===== src/rtl/wb_stage_pkg.sv =====
// ---------------------------------------------------------------------------
// wb_stage_pkg
// Shared widths, exception flag indices, exception codes and the decoded
// layout of the memory-to-writeback bus for the write-back stage.
// ---------------------------------------------------------------------------
package wb_stage_pkg;

    localparam int EXC_NUM           = 6;
    localparam int MS_TO_WS_BUS_WD   = 1 + 14 + 32 + 32 + 1 + EXC_NUM + 1 + 5 + 32 + 32;
    localparam int WS_TO_RF_BUS_WD   = 38;
    localparam int WS_FWD_BLK_BUS_WD = 38;
    localparam int WS_CSR_BLK_BUS_WD = 16;

    // bit positions inside exc_flgs
    localparam int EXC_FLG_INT  = 0;
    localparam int EXC_FLG_ADEF = 1;
    localparam int EXC_FLG_INE  = 2;
    localparam int EXC_FLG_SYS  = 3;
    localparam int EXC_FLG_BRK  = 4;
    localparam int EXC_FLG_ALE  = 5;

    localparam logic [5:0] ECODE_INT  = 6'h00;
    localparam logic [5:0] ECODE_ADEF = 6'h08;
    localparam logic [5:0] ECODE_ALE  = 6'h09;
    localparam logic [5:0] ECODE_SYS  = 6'h0B;
    localparam logic [5:0] ECODE_BRK  = 6'h0C;
    localparam logic [5:0] ECODE_INE  = 6'h0D;

    localparam logic [8:0] ESUBCODE_NONE = 9'h000;

    // memory-stage bus, MSB first
    typedef struct packed {
        logic                csr_we;
        logic [13:0]         csr_wnum;
        logic [31:0]         csr_wmask;
        logic [31:0]         csr_wdata;
        logic                inst_ertn;
        logic [EXC_NUM-1:0]  exc_flgs;
        logic                gr_we;
        logic [4:0]          dest;
        logic [31:0]         final_result;
        logic [31:0]         pc;
    } ms_to_ws_t;

endpackage


===== src/rtl/wb_stage_if.sv =====
// ---------------------------------------------------------------------------
// wb_stage_if
// Memory-stage to write-back-stage handshake.
//   ms_to_ws_valid : memory stage presents an instruction
//   ms_to_ws_bus   : instruction payload (layout in wb_stage_pkg::ms_to_ws_t)
//   ws_allowin     : write-back stage can accept this cycle
// master = memory stage, slave = write-back stage.
// ---------------------------------------------------------------------------
interface wb_stage_if;
    import wb_stage_pkg::*;

    logic                       ms_to_ws_valid;
    logic [MS_TO_WS_BUS_WD-1:0] ms_to_ws_bus;
    logic                       ws_allowin;

    modport master (
        output ms_to_ws_valid,
        output ms_to_ws_bus,
        input  ws_allowin
    );

    modport slave (
        input  ms_to_ws_valid,
        input  ms_to_ws_bus,
        output ws_allowin
    );

endinterface


===== src/rtl/wb_stage_exc_encode.sv =====
// ---------------------------------------------------------------------------
// wb_exc_encode
// Combinational priority encoder for committing exceptions.
//   exc_flgs     in  : exception flags of the write-back instruction
//   pc           in  : instruction PC (bad address for ADEF)
//   final_result in  : result / address (bad address for ALE)
//   ecode        out : exception code, INT > ADEF > INE > SYS > BRK > ALE
//   esubcode     out : exception sub-code (always zero here)
//   badv         out : bad virtual address, zero when not address-related
// ---------------------------------------------------------------------------
module wb_exc_encode
    import wb_stage_pkg::*;
(
    input  logic [EXC_NUM-1:0] exc_flgs,
    input  logic [31:0]        pc,
    input  logic [31:0]        final_result,
    output logic [5:0]         ecode,
    output logic [8:0]         esubcode,
    output logic [31:0]        badv
);

    always_comb begin
        ecode    = ECODE_INT;
        esubcode = ESUBCODE_NONE;
        badv     = 32'h0;
        if (exc_flgs[EXC_FLG_INT]) begin
            ecode = ECODE_INT;
        end else if (exc_flgs[EXC_FLG_ADEF]) begin
            ecode = ECODE_ADEF;
            badv  = pc;
        end else if (exc_flgs[EXC_FLG_INE]) begin
            ecode = ECODE_INE;
        end else if (exc_flgs[EXC_FLG_SYS]) begin
            ecode = ECODE_SYS;
        end else if (exc_flgs[EXC_FLG_BRK]) begin
            ecode = ECODE_BRK;
        end else if (exc_flgs[EXC_FLG_ALE]) begin
            ecode = ECODE_ALE;
            badv  = final_result;
        end
    end

endmodule


===== src/rtl/wb_stage.sv =====
// ---------------------------------------------------------------------------
// wb_stage
// Write-back stage: registers one instruction from the memory stage and
// commits its register-file and CSR writes, raises exception / ertn flush,
// counts retired instructions and feeds forwarding / CSR-hazard info to decode.
//
// Ports
//   clk, resetn        : clock, asynchronous active-low reset
//   ms_if (slave)      : ms_to_ws_valid / ms_to_ws_bus in, ws_allowin out
//   ws_to_rf_bus       : {rf_we, rf_waddr, rf_wdata}
//   ws_fwd_blk_bus     : {gr_we & ws_valid, dest, final_result}
//   ws_csr_blk_bus     : {csr_we & ws_valid, inst_ertn & ws_valid, csr_wnum}
//   csr_we/wnum/wmask/wdata : CSR file write port
//   wb_exc, wb_ertn    : flush requests, one cycle per committing instruction
//   wb_ecode, wb_esubcode, wb_pc, wb_badv : exception information
//   ws_retire_cnt      : 64-bit retired-instruction counter
//   debug_wb_*         : trace ports, present only with WS_DEBUG_TRACE_EN
//
// Build option: define WS_DEBUG_TRACE_EN to add the debug_wb_* trace ports.
// ---------------------------------------------------------------------------
module wb_stage
    import wb_stage_pkg::*;
(
    input  logic                         clk,
    input  logic                         resetn,
    wb_stage_if.slave                    ms_if,
    output logic [WS_TO_RF_BUS_WD-1:0]   ws_to_rf_bus,
    output logic [WS_FWD_BLK_BUS_WD-1:0] ws_fwd_blk_bus,
    output logic [WS_CSR_BLK_BUS_WD-1:0] ws_csr_blk_bus,
    output logic                         csr_we,
    output logic [13:0]                  csr_wnum,
    output logic [31:0]                  csr_wmask,
    output logic [31:0]                  csr_wdata,
    output logic                         wb_exc,
    output logic                         wb_ertn,
    output logic [5:0]                   wb_ecode,
    output logic [8:0]                   wb_esubcode,
    output logic [31:0]                  wb_pc,
    output logic [31:0]                  wb_badv,
    output logic [63:0]                  ws_retire_cnt
`ifdef WS_DEBUG_TRACE_EN
    ,
    output logic [31:0]                  debug_wb_pc,
    output logic [3:0]                   debug_wb_rf_we,
    output logic [4:0]                   debug_wb_rf_wnum,
    output logic [31:0]                  debug_wb_rf_wdata
`endif
);

    logic      ws_valid;
    logic      ws_ready_go;
    logic      ws_allowin;
    ms_to_ws_t ws_bus_r;
    logic      wb_flush;
    logic      rf_we;

    // the stage never stalls; allowin is kept in its general form so a
    // future stall condition only has to touch ws_ready_go
    assign ws_ready_go      = 1'b1;
    assign ws_allowin       = !ws_valid || ws_ready_go;
    assign ms_if.ws_allowin = ws_allowin;

    always_ff @(posedge clk or negedge resetn) begin
        if (!resetn) begin
            ws_bus_r <= '0;
        end else if (ms_if.ms_to_ws_valid && ws_allowin) begin
            ws_bus_r <= ms_to_ws_t'(ms_if.ms_to_ws_bus);
        end
    end

    // a flush kills both the committing instruction and anything arriving
    // in the same cycle, since the incoming one is younger
    always_ff @(posedge clk or negedge resetn) begin
        if (!resetn) begin
            ws_valid <= 1'b0;
        end else if (wb_flush) begin
            ws_valid <= 1'b0;
        end else if (ws_allowin) begin
            ws_valid <= ms_if.ms_to_ws_valid;
        end
    end

    // ertn retires, excepting instructions do not
    always_ff @(posedge clk or negedge resetn) begin
        if (!resetn) begin
            ws_retire_cnt <= 64'h0;
        end else if (ws_valid && !wb_exc) begin
            ws_retire_cnt <= ws_retire_cnt + 64'h1;
        end
    end

    assign wb_exc   = ws_valid && (|ws_bus_r.exc_flgs);
    assign wb_ertn  = ws_valid && ws_bus_r.inst_ertn && !wb_exc;
    assign wb_flush = wb_exc || wb_ertn;

    assign rf_we     = ws_valid && ws_bus_r.gr_we && !wb_exc;
    assign csr_we    = ws_valid && ws_bus_r.csr_we && !wb_exc && !ws_bus_r.inst_ertn;
    assign csr_wnum  = ws_bus_r.csr_wnum;
    assign csr_wmask = ws_bus_r.csr_wmask;
    assign csr_wdata = ws_bus_r.csr_wdata;

    assign ws_to_rf_bus   = {rf_we, ws_bus_r.dest, ws_bus_r.final_result};
    assign ws_fwd_blk_bus = {ws_bus_r.gr_we && ws_valid, ws_bus_r.dest, ws_bus_r.final_result};
    assign ws_csr_blk_bus = {ws_bus_r.csr_we && ws_valid, ws_bus_r.inst_ertn && ws_valid,
                             ws_bus_r.csr_wnum};

    assign wb_pc = ws_bus_r.pc;

    wb_exc_encode u_exc_encode (
        .exc_flgs     (ws_bus_r.exc_flgs),
        .pc           (ws_bus_r.pc),
        .final_result (ws_bus_r.final_result),
        .ecode        (wb_ecode),
        .esubcode     (wb_esubcode),
        .badv         (wb_badv)
    );

`ifdef WS_DEBUG_TRACE_EN
    assign debug_wb_pc       = ws_bus_r.pc;
    assign debug_wb_rf_we    = {4{rf_we}};
    assign debug_wb_rf_wnum  = ws_bus_r.dest;
    assign debug_wb_rf_wdata = ws_bus_r.final_result;
`endif

endmodule

===== src/flat_wrapper.sv =====
// flat-port wrapper written by rule: the top's interface ports become plain ports
module wb_stage_flat import wb_stage_pkg::*;
  (clk, resetn, ws_to_rf_bus, ws_fwd_blk_bus, ws_csr_blk_bus, csr_we, csr_wnum, csr_wmask, csr_wdata, wb_exc, wb_ertn, wb_ecode, wb_esubcode, wb_pc, wb_badv, ws_retire_cnt, ms_if_ms_to_ws_valid, ms_if_ms_to_ws_bus, ms_if_ws_allowin);
  wb_stage_if ms_if_i ();
  input  logic clk;
  input  logic resetn;
  output logic [WS_TO_RF_BUS_WD-1:0] ws_to_rf_bus;
  output logic [WS_FWD_BLK_BUS_WD-1:0] ws_fwd_blk_bus;
  output logic [WS_CSR_BLK_BUS_WD-1:0] ws_csr_blk_bus;
  output logic csr_we;
  output logic [13:0] csr_wnum;
  output logic [31:0] csr_wmask;
  output logic [31:0] csr_wdata;
  output logic wb_exc;
  output logic wb_ertn;
  output logic [5:0] wb_ecode;
  output logic [8:0] wb_esubcode;
  output logic [31:0] wb_pc;
  output logic [31:0] wb_badv;
  output logic [63:0] ws_retire_cnt;
  input wire logic [$bits(ms_if_i.ms_to_ws_valid)-1:0] ms_if_ms_to_ws_valid;
  input wire logic [$bits(ms_if_i.ms_to_ws_bus)-1:0] ms_if_ms_to_ws_bus;
  output wire logic [$bits(ms_if_i.ws_allowin)-1:0] ms_if_ws_allowin;
  assign ms_if_i.ms_to_ws_valid = ms_if_ms_to_ws_valid;
  assign ms_if_i.ms_to_ws_bus = ms_if_ms_to_ws_bus;
  assign ms_if_ws_allowin = ms_if_i.ws_allowin;
  wb_stage u_core (.clk(clk), .resetn(resetn), .ms_if(ms_if_i), .ws_to_rf_bus(ws_to_rf_bus), .ws_fwd_blk_bus(ws_fwd_blk_bus), .ws_csr_blk_bus(ws_csr_blk_bus), .csr_we(csr_we), .csr_wnum(csr_wnum), .csr_wmask(csr_wmask), .csr_wdata(csr_wdata), .wb_exc(wb_exc), .wb_ertn(wb_ertn), .wb_ecode(wb_ecode), .wb_esubcode(wb_esubcode), .wb_pc(wb_pc), .wb_badv(wb_badv), .ws_retire_cnt(ws_retire_cnt));
endmodule

===== config.mk =====
export PLATFORM = sky130hd
export DESIGN_NAME = wb_stage_flat
export DESIGN_NICKNAME = d
export VERILOG_FILES = /design/src/rtl/wb_stage_pkg.sv /design/src/rtl/wb_stage_if.sv /design/src/rtl/wb_stage_exc_encode.sv /design/src/rtl/wb_stage.sv /design/src/flat_wrapper.sv
export SDC_FILE = /design/constraint.sdc
export NUM_CORES = 1
export LEC_CHECK = 0
export ABC_CLOCK_PERIOD_IN_PS = 2900
export CORE_AREA = 2 2 183 185
export DETAILED_ROUTE_END_ITERATION = 7
export DIE_AREA = 0 0 185 187
export PLACE_DENSITY = 0.7
export SLEW_MARGIN = 5
export SYNTH_ARGS = -nofsm -noshare
export SYNTH_HDL_FRONTEND = slang
export SYNTH_HIERARCHICAL = 1
export SYNTH_SLANG_ARGS = --single-unit

===== constraint.sdc =====
create_clock -name clk -period 2.9 [get_ports clk]
set_input_delay 0.58 -clock clk [delete_from_list [all_inputs] [get_ports clk]]
set_output_delay 0.58 -clock clk [all_outputs]
set_load 0.01 [all_outputs]

==> results of run 1 <==
logic make-up after synthesis:
| logic type | count (synthesis) | synth area share |
|---|---|---|
| buffers and inverters | 250 | 0.162 |
| other | 2 | 0.000687 |
| AO/OA/AOI/OAI | 35 | 0.0347 |
| AND/OR/NAND/NOR | 158 | 0.0838 |
| XOR/XNOR | 63 | 0.0505 |
| multiplexers | 157 | 0.162 |
| flip-flops | 221 | 0.506 |
| adder cells (fa/ha/maj) | 1 | 0.00114 |
final cells by class:
type	instances	share of cell area
Sequential cell	221	0.355
Timing Repair Buffer	487	0.313
Multi-Input combinational cell	426	0.238
Clock buffer	39	0.0508
Tap cell	448	0.0360
Clock inverter	9	0.00506
Inverter	9	0.00217
per-layer routing:
layer / vias to the layer above / share of wire / GRT usage
met5: - / 0.0013 / 0
li1: 3442 / - / -
met2: 318 / 0.49 / 0.302
met3: 48 / 0.097 / 0.0631
met1: 3745 / 0.39 / 0.198
met4: 6 / 0.021 / 0.0424
flip-flops by register name (all words and copies together) (netlist names):
signal	flops
u_core/wb_pc	32
u_core/ws_valid	1
u_core/csr_wnum	14
u_core/ws_bus_r	9
u_core/csr_wdata	32
u_core/ws_retire_cnt	64
u_core/csr_wmask	32
u_core/ws_fwd_blk_bus	37
what timing repair did:
action,4_1_cts,5_1_grt
buffers inserted,3,0
endpoints found under the hold margin,0,0
pin swaps,1,1
endpoints found under the setup margin,36,1
resized for setup,42,0
final timing paths:
path | start | slack [ns] | depth (start not counted) | to
min in group clk | u_core/ws_retire_cnt[63]$_DFFE_PN0P_ | 0.49 | 1 | u_core/ws_retire_cnt[63]$_DFFE_PN0P_
hold / removal | resetn | 0.04 | 1 | u_core/ws_retire_cnt[25]$_DFFE_PN0P_
setup / recovery | u_core/ws_bus_r[71]$_DFFE_PN0P_ | 0.08 | 4 | wb_exc
max in group asynchronous | resetn | 2.15 | 2 | u_core/ws_retire_cnt[36]$_DFFE_PN0P_
setup reg to reg | u_core/ws_bus_r[71]$_DFFE_PN0P_ | 0.21 | 6 | u_core/ws_retire_cnt[41]$_DFFE_PN0P_
hold reg to reg | u_core/ws_retire_cnt[63]$_DFFE_PN0P_ | 0.49 | 1 | u_core/ws_retire_cnt[63]$_DFFE_PN0P_
cell usage in the layout (no fill, tap or decap), types with 22 or more instances in the layout:
master and instances:
clkdlybuf4s50_1 425, dfrtp_1 220, mux2_2 157, xor2_1 37, dlygate4sd2_1 35, a32o_2 29
nor2_1 28, clkbuf_16 27, xnor2_1 26, nand2_1 25, nand3_1 22
metrics by stage:
step	setup slack, ns	total power, uW	utilization
4_1_cts	0.0450	8510	0.474
2_1_floorplan	0.648	4460	-
3_5_place_dp	0.330	5210	0.448
5_1_grt	0.0175	8750	0.474
6_report	0.0801	8360	0.474
3_3_place_gp	0.332	5190	0.448
power by group through the flow:
stage | registers (uW) | logic [uW] | clock network [uW]
2_1_floorplan | 3500 | 959 | 0
3_3_place_gp | 3570 | 1620 | 0
3_5_place_dp | 3570 | 1640 | 0
4_1_cts | 3520 | 1620 | 3370
5_1_grt | 3550 | 1700 | 3500
6_report | 3520 | 1600 | 3240
worst max-delay path, cell delays in order, from the launching register on:
cell	delay, ns
dfrtp_1	0.37
or4_4	0.58
or3_4	0.37
and2_1	0.18
clkdlybuf4s15_1	0.23
==> results.yml, run 1 <==
pwr:
  clock_power_share: 0.388
  power.net_switching_uw: 2080
  comb_power_share: 0.191
  seq_power_share: 0.421
  swShare: 0.249
  max-vdd-ir-drop_uv: 466
  internal_power_uw: 6280
  power.static_leakage_uw: 0.00674
  total_power_divided_by_cell_area_nw_per_um2: 537
placed_design:
  placed_cell_area_sq_um: 14700
  buffer_ports.inserted: 463
  gpl.final_weighted_congestion: 0.821
  place_inst: 1588
  place_hpwl_mm: 22.7
routing:
  detailedRoute.firstIterationViolations: 263
  drt_wl_total_mm: 30.3
  drt.antenna.violating_nets: 0
  post-route-drc-count: 0
  detailedRoute.firstPassIterationCount: 4
  routed_wire_length_per_instance_um: 18.5
  vias_per_cell: 4.61
  route.vias.total: 7559
sta:
  fin_worst_skew_ns: 0.00761
  timing.setup.tns_ns: 0
  finalSetupViolations: 0
  final_period_minus_worst_setup_slack_ns: 2.82
  max-slew-margin-rel: 0.590
  fin_crit_share: 0.972
  rsz0062_at_grt: "no"
  tightestPinTransition_ns: 0.616
  timing.final.max_slew_violations: 0
  max_freq_mhz: 355
  hold_ws_ns: 0.0406
  report.final.hold_viol_count: 0
yosys:
  synth_edf_count: 0
  synthDistinctLibCells: 39
  ys_warn_count: 6
  synth_seq_area_share: 0.506
  synth_flop_type: "dfrtp_1"
  syn_avg_cell_area_sq_um: 12.3
  synth.area.top_cells: "dfrtp_1 (51%), mux2_2 (16%), buf_4 (14%), a32o_2 (3.0%), xor2_1 (3.0%)"
  synth_top_area_share: 0.506
  yosys_register_bits: 221
  netlist.top_cell.by_area: "dfrtp_1"
  synthesis.area_sq_um: 10900
  syn-instance-count: 887
  most_used_standard_cells_in_the_synthesized_netlist: "dfrtp_1 (221), buf_4 (211), mux2_2 (157)"
  synthMostInstantiatedCell: "dfrtp_1"
  asyncSetResetFlopFracSynth: 1.00
clock_network:
  hold_buffers: 0
  clock_tree_buf_depth: 3
  tritoncts.num_buffers: 26
  clkLatencyLatePin_ns: 0.52
  cts.sinks: 221
  clock_tree.htree_level_count: 1
  clockRootBuffer: "clkbuf_16"
  tritoncts: "done"
  clkSlewWorstSetupHoldPaths_ns: 0.06
setup_path:
  critPathKind: "reg -> out"
  worst-endpoint-required_ns: 2.32
  critical_path.endpoint_type: "output port"
  startpoint_type: "flop"
  critical_path.max_fanout: 4
  critical_path_arrival_ns: 2.24
hold_path:
  path_category_of_the_worst_min_delay_check: "in -> async"
finish:
  nets: 1331
  fraction_of_layout_instances_using_a_drive_strength_above_1: 0.229
  number_of_fill_cells_in_the_layout: 2981
  fin_cells: 1639
  multi_input_area_sq_um: 3700
  design_area_sq_um: 15600
  growth_of_design_area_from_synthesis_to_finish_pct: 42.5
  storage_cell_area_sq_um: 5530
  diodes: 0
floorplanning:
  num_io_pins: 476
  die_width_um: 185
  core_area_sq_um: 32900
  floorplan.initialDensity: 0.333
  fp-row-count: 67
  chipHeight_um: 187
  fp.dieArea_sq_um: 34600
global_route:
  grt.overflow.total: 0
  globalRouteTotalUtil: 0.172
  grt_pass1_vias: 8078
  largest_net_degree_at_the_start_of_global_routing: 77
  antenna_found_initial: 3
  first_pass_grt_wire_length_mm: 46.8
run_status:
  run_status: "complete, no violations"
flow_run:
  max_cap_violations: 0
No activity file was read; power rests on OpenSTA's default activity.
==> run 2, diff against run 1 <==
Settings changed: SETUP_SLACK_MARGIN from default to 0.2.
==> run 2 against run 1 <==
Compared with the run above: worst setup slack improved by 0.096 ns; die area did not move; critical endpoint is now wb_badv[25]; sequential share of layout area fell by 0.61 points; register-to-register slack improved by 0.13 ns; global-route usage rose by 0.25 points; routed wire length rose by 2.1%.
==> results.yml, run 2 (synthesis results as in run 1) <==
flow_run:
  max_cap_violations: 0
sta:
  tightestPinTransition_ns: 0.610
  finalSetupViolations: 0
  timing.setup.tns_ns: 0
  max_freq_mhz: 367
  rsz0062_at_grt: "yes"
  timing.final.max_slew_violations: 0
  final_period_minus_worst_setup_slack_ns: 2.72
  max-slew-margin-rel: 0.594
  fin_worst_skew_ns: 0.00720
  report.final.hold_viol_count: 0
  fin_crit_share: 0.939
pwr:
  max-vdd-ir-drop_uv: 466
  comb_power_share: 0.198
  internal_power_uw: 6330
  power.net_switching_uw: 2110
  swShare: 0.250
  clock_power_share: 0.385
  power.static_leakage_uw: 0.00681
  seq_power_share: 0.417
  total_power_divided_by_cell_area_nw_per_um2: 532
setup_path:
  startpoint_type: "flop"
  worst-endpoint-required_ns: 2.32
  critical_path.reg2reg.startpoint: "u_core/ws_bus_r[70]$_DFFE_PN0P_"
  critical_path.reg2reg.endpoint: "u_core/ws_retire_cnt[54]$_DFFE_PN0P_"
  critical_path_arrival_ns: 2.14
  critical_path.endpoint_type: "output port"
  critPathKind: "reg -> out"
  critical_path.slowest_cell: "dfrtp_1"
  r2r_setup_slack_ns: 0.34
  critical_path.cell_chain: "buf_6, nor4_4, buf_6, buf_6, buf_12, buf_6, buf_4, a32o_2, buf_6"
  reg2regPathDepth: 6
  crit_path_frequent_cell: "buf_6"
  worst_path_largest_cell_delay_ns: 0.39
  critical_path.max_fanout: 6
floorplanning:
  fp.dieArea_sq_um: 34600
  fp-row-count: 67
  num_io_pins: 476
  floorplan.initialDensity: 0.333
  die_width_um: 185
  core_area_sq_um: 32900
  chipHeight_um: 187
finish:
  layout.cells.most_common_list: "clkdlybuf4s50_1 (424), dfrtp_1 (220), mux2_2 (157)"
  number_of_fill_cells_in_the_layout: 2949
  diodes: 0
  top_register: "u_core/ws_retire_cnt"
  most_common_cell_after_layout_fill_and_taps_aside: "clkdlybuf4s50_1"
  largest_reg_flops: 64
  utilization: 0.482
  fraction_of_layout_instances_using_a_drive_strength_above_1: 0.270
  design_area_sq_um: 15800
  growth_of_design_area_from_synthesis_to_finish_pct: 45.0
  nets: 1350
routing:
  post-route-drc-count: 0
  drt.antenna.violating_nets: 0
  route.vias.total: 7662
  vias_per_cell: 4.62
  routed_wire_length_per_instance_um: 18.6
  drt_wl_total_mm: 30.9
  detailedRoute.firstPassIterationCount: 4
  detailedRoute.firstIterationViolations: 291
clock_network:
  tritoncts.num_buffers: 26
  cts.sinks: 221
  clkLatencyLatePin_ns: 0.52
  clkSlewWorstSetupHoldPaths_ns: 0.06
  hold_buffers: 0
  tritoncts: "done"
  clock_tree_buf_depth: 3
  clockRootBuffer: "clkbuf_16"
  clock_tree.htree_level_count: 1
global_route:
  antenna_found_initial: 3
  largest_net_degree_at_the_start_of_global_routing: 77
  first_pass_grt_wire_length_mm: 47.4
  grt.overflow.total: 0
  globalRouteTotalUtil: 0.175
  grt_pass1_vias: 8127
placed_design:
  placed_cell_area_sq_um: 14700
  buffer_ports.inserted: 463
  gpl.final_weighted_congestion: 0.821
  place_hpwl_mm: 22.7
run_status:
  run_status: "complete, no violations"
hold_path:
  path_category_of_the_worst_min_delay_check: "in -> async"
[run 2: changes by cell type in the layout (fill, tap and decap cells not counted), sizes merged]
cell | before | now
buf | 26 | 72
dlygate4sd2 | 35 | 3
clkbuf | 39 | 46
clkdlybuf4s15 | 1 | 0
clkdlybuf4s50 | 425 | 424
[run 2: stage by stage]
stage / power [uW] / cells / setup WS (ns) / hold slack (ns)
2_1_floorplan: 4460 / 897 / 0.648 / 0.284
4_1_cts: 8540 / 1654 / 0.00808 / 0.0467
3_5_place_dp: 5210 / 1588 / 0.330 / 0.479
6_report: 8430 / 1658 / 0.176 / 0.0381
3_3_place_gp: 5190 / 1588 / 0.332 / 0.468
5_1_grt: 8820 / 1658 / 0.0896 / 0.0695
[run 2: metal layers]
metal	wire, um	vias up	track usage
li1	-	3472	-
met1	11900	3794	0.201
met2	15100	334	0.302
met3	2930	56	0.0633
met4	908	6	0.0525
met5	42	-	0
[run 2: what timing repair did]
action,4_1_cts,5_1_grt
buffers inserted,17,4
gates resized for setup,129,50
endpoints found under the setup margin,38,44
cloned,1,0
pin swaps,4,17
[run 2: worst max-delay path by stage]
stage | start | end | slack [ns] | depth (start not counted)
after floorplan | u_core/ws_bus_r[71]$_DFFE_PN0P_ | ws_to_rf_bus[37] | 0.65 | 4
after global placement | u_core/ws_bus_r[71]$_DFFE_PN0P_ | wb_exc | 0.33 | 4
after detailed placement | u_core/ws_bus_r[72]$_DFFE_PN0P_ | wb_ertn | 0.33 | 4
after CTS | u_core/ws_bus_r[73]$_DFFE_PN0P_ | wb_ertn | 0.008 | 4
after global routing | u_core/ws_bus_r[70]$_DFFE_PN0P_ | wb_badv[28] | 0.09 | 9
final | u_core/ws_bus_r[70]$_DFFE_PN0P_ | wb_badv[25] | 0.18 | 9
[run 2: critical path: cells and delay by family (launching register included)]
kind                   cells  cell delay (ns)
buffers and inverters      7             0.79
DFF                        1             0.39
and+or+nand+nor            1             0.25
AOI/OAI and AO/OA          1             0.18
[run 2: final cells by class]
type | instances | area [sq um] | share of cell area
repair buffers | 506 | 5150 | 0.325
clock inverters | 9 | 78.8 | 0.00497
multi-input cells | 426 | 3700 | 0.234
inverters | 9 | 33.8 | 0.00213
flip-flops and latches | 221 | 5530 | 0.349
clock buffers | 39 | 791 | 0.0499
well taps | 448 | 561 | 0.0354
[run 2: power by group through the flow]
stage / sequential (uW) / clock [uW] / combinational, uW
2_1_floorplan: 3500 / 0 / 959
3_3_place_gp: 3570 / 0 / 1620
3_5_place_dp: 3570 / 0 / 1640
4_1_cts: 3520 / 3370 / 1650
5_1_grt: 3550 / 3500 / 1770
6_report: 3520 / 3240 / 1670
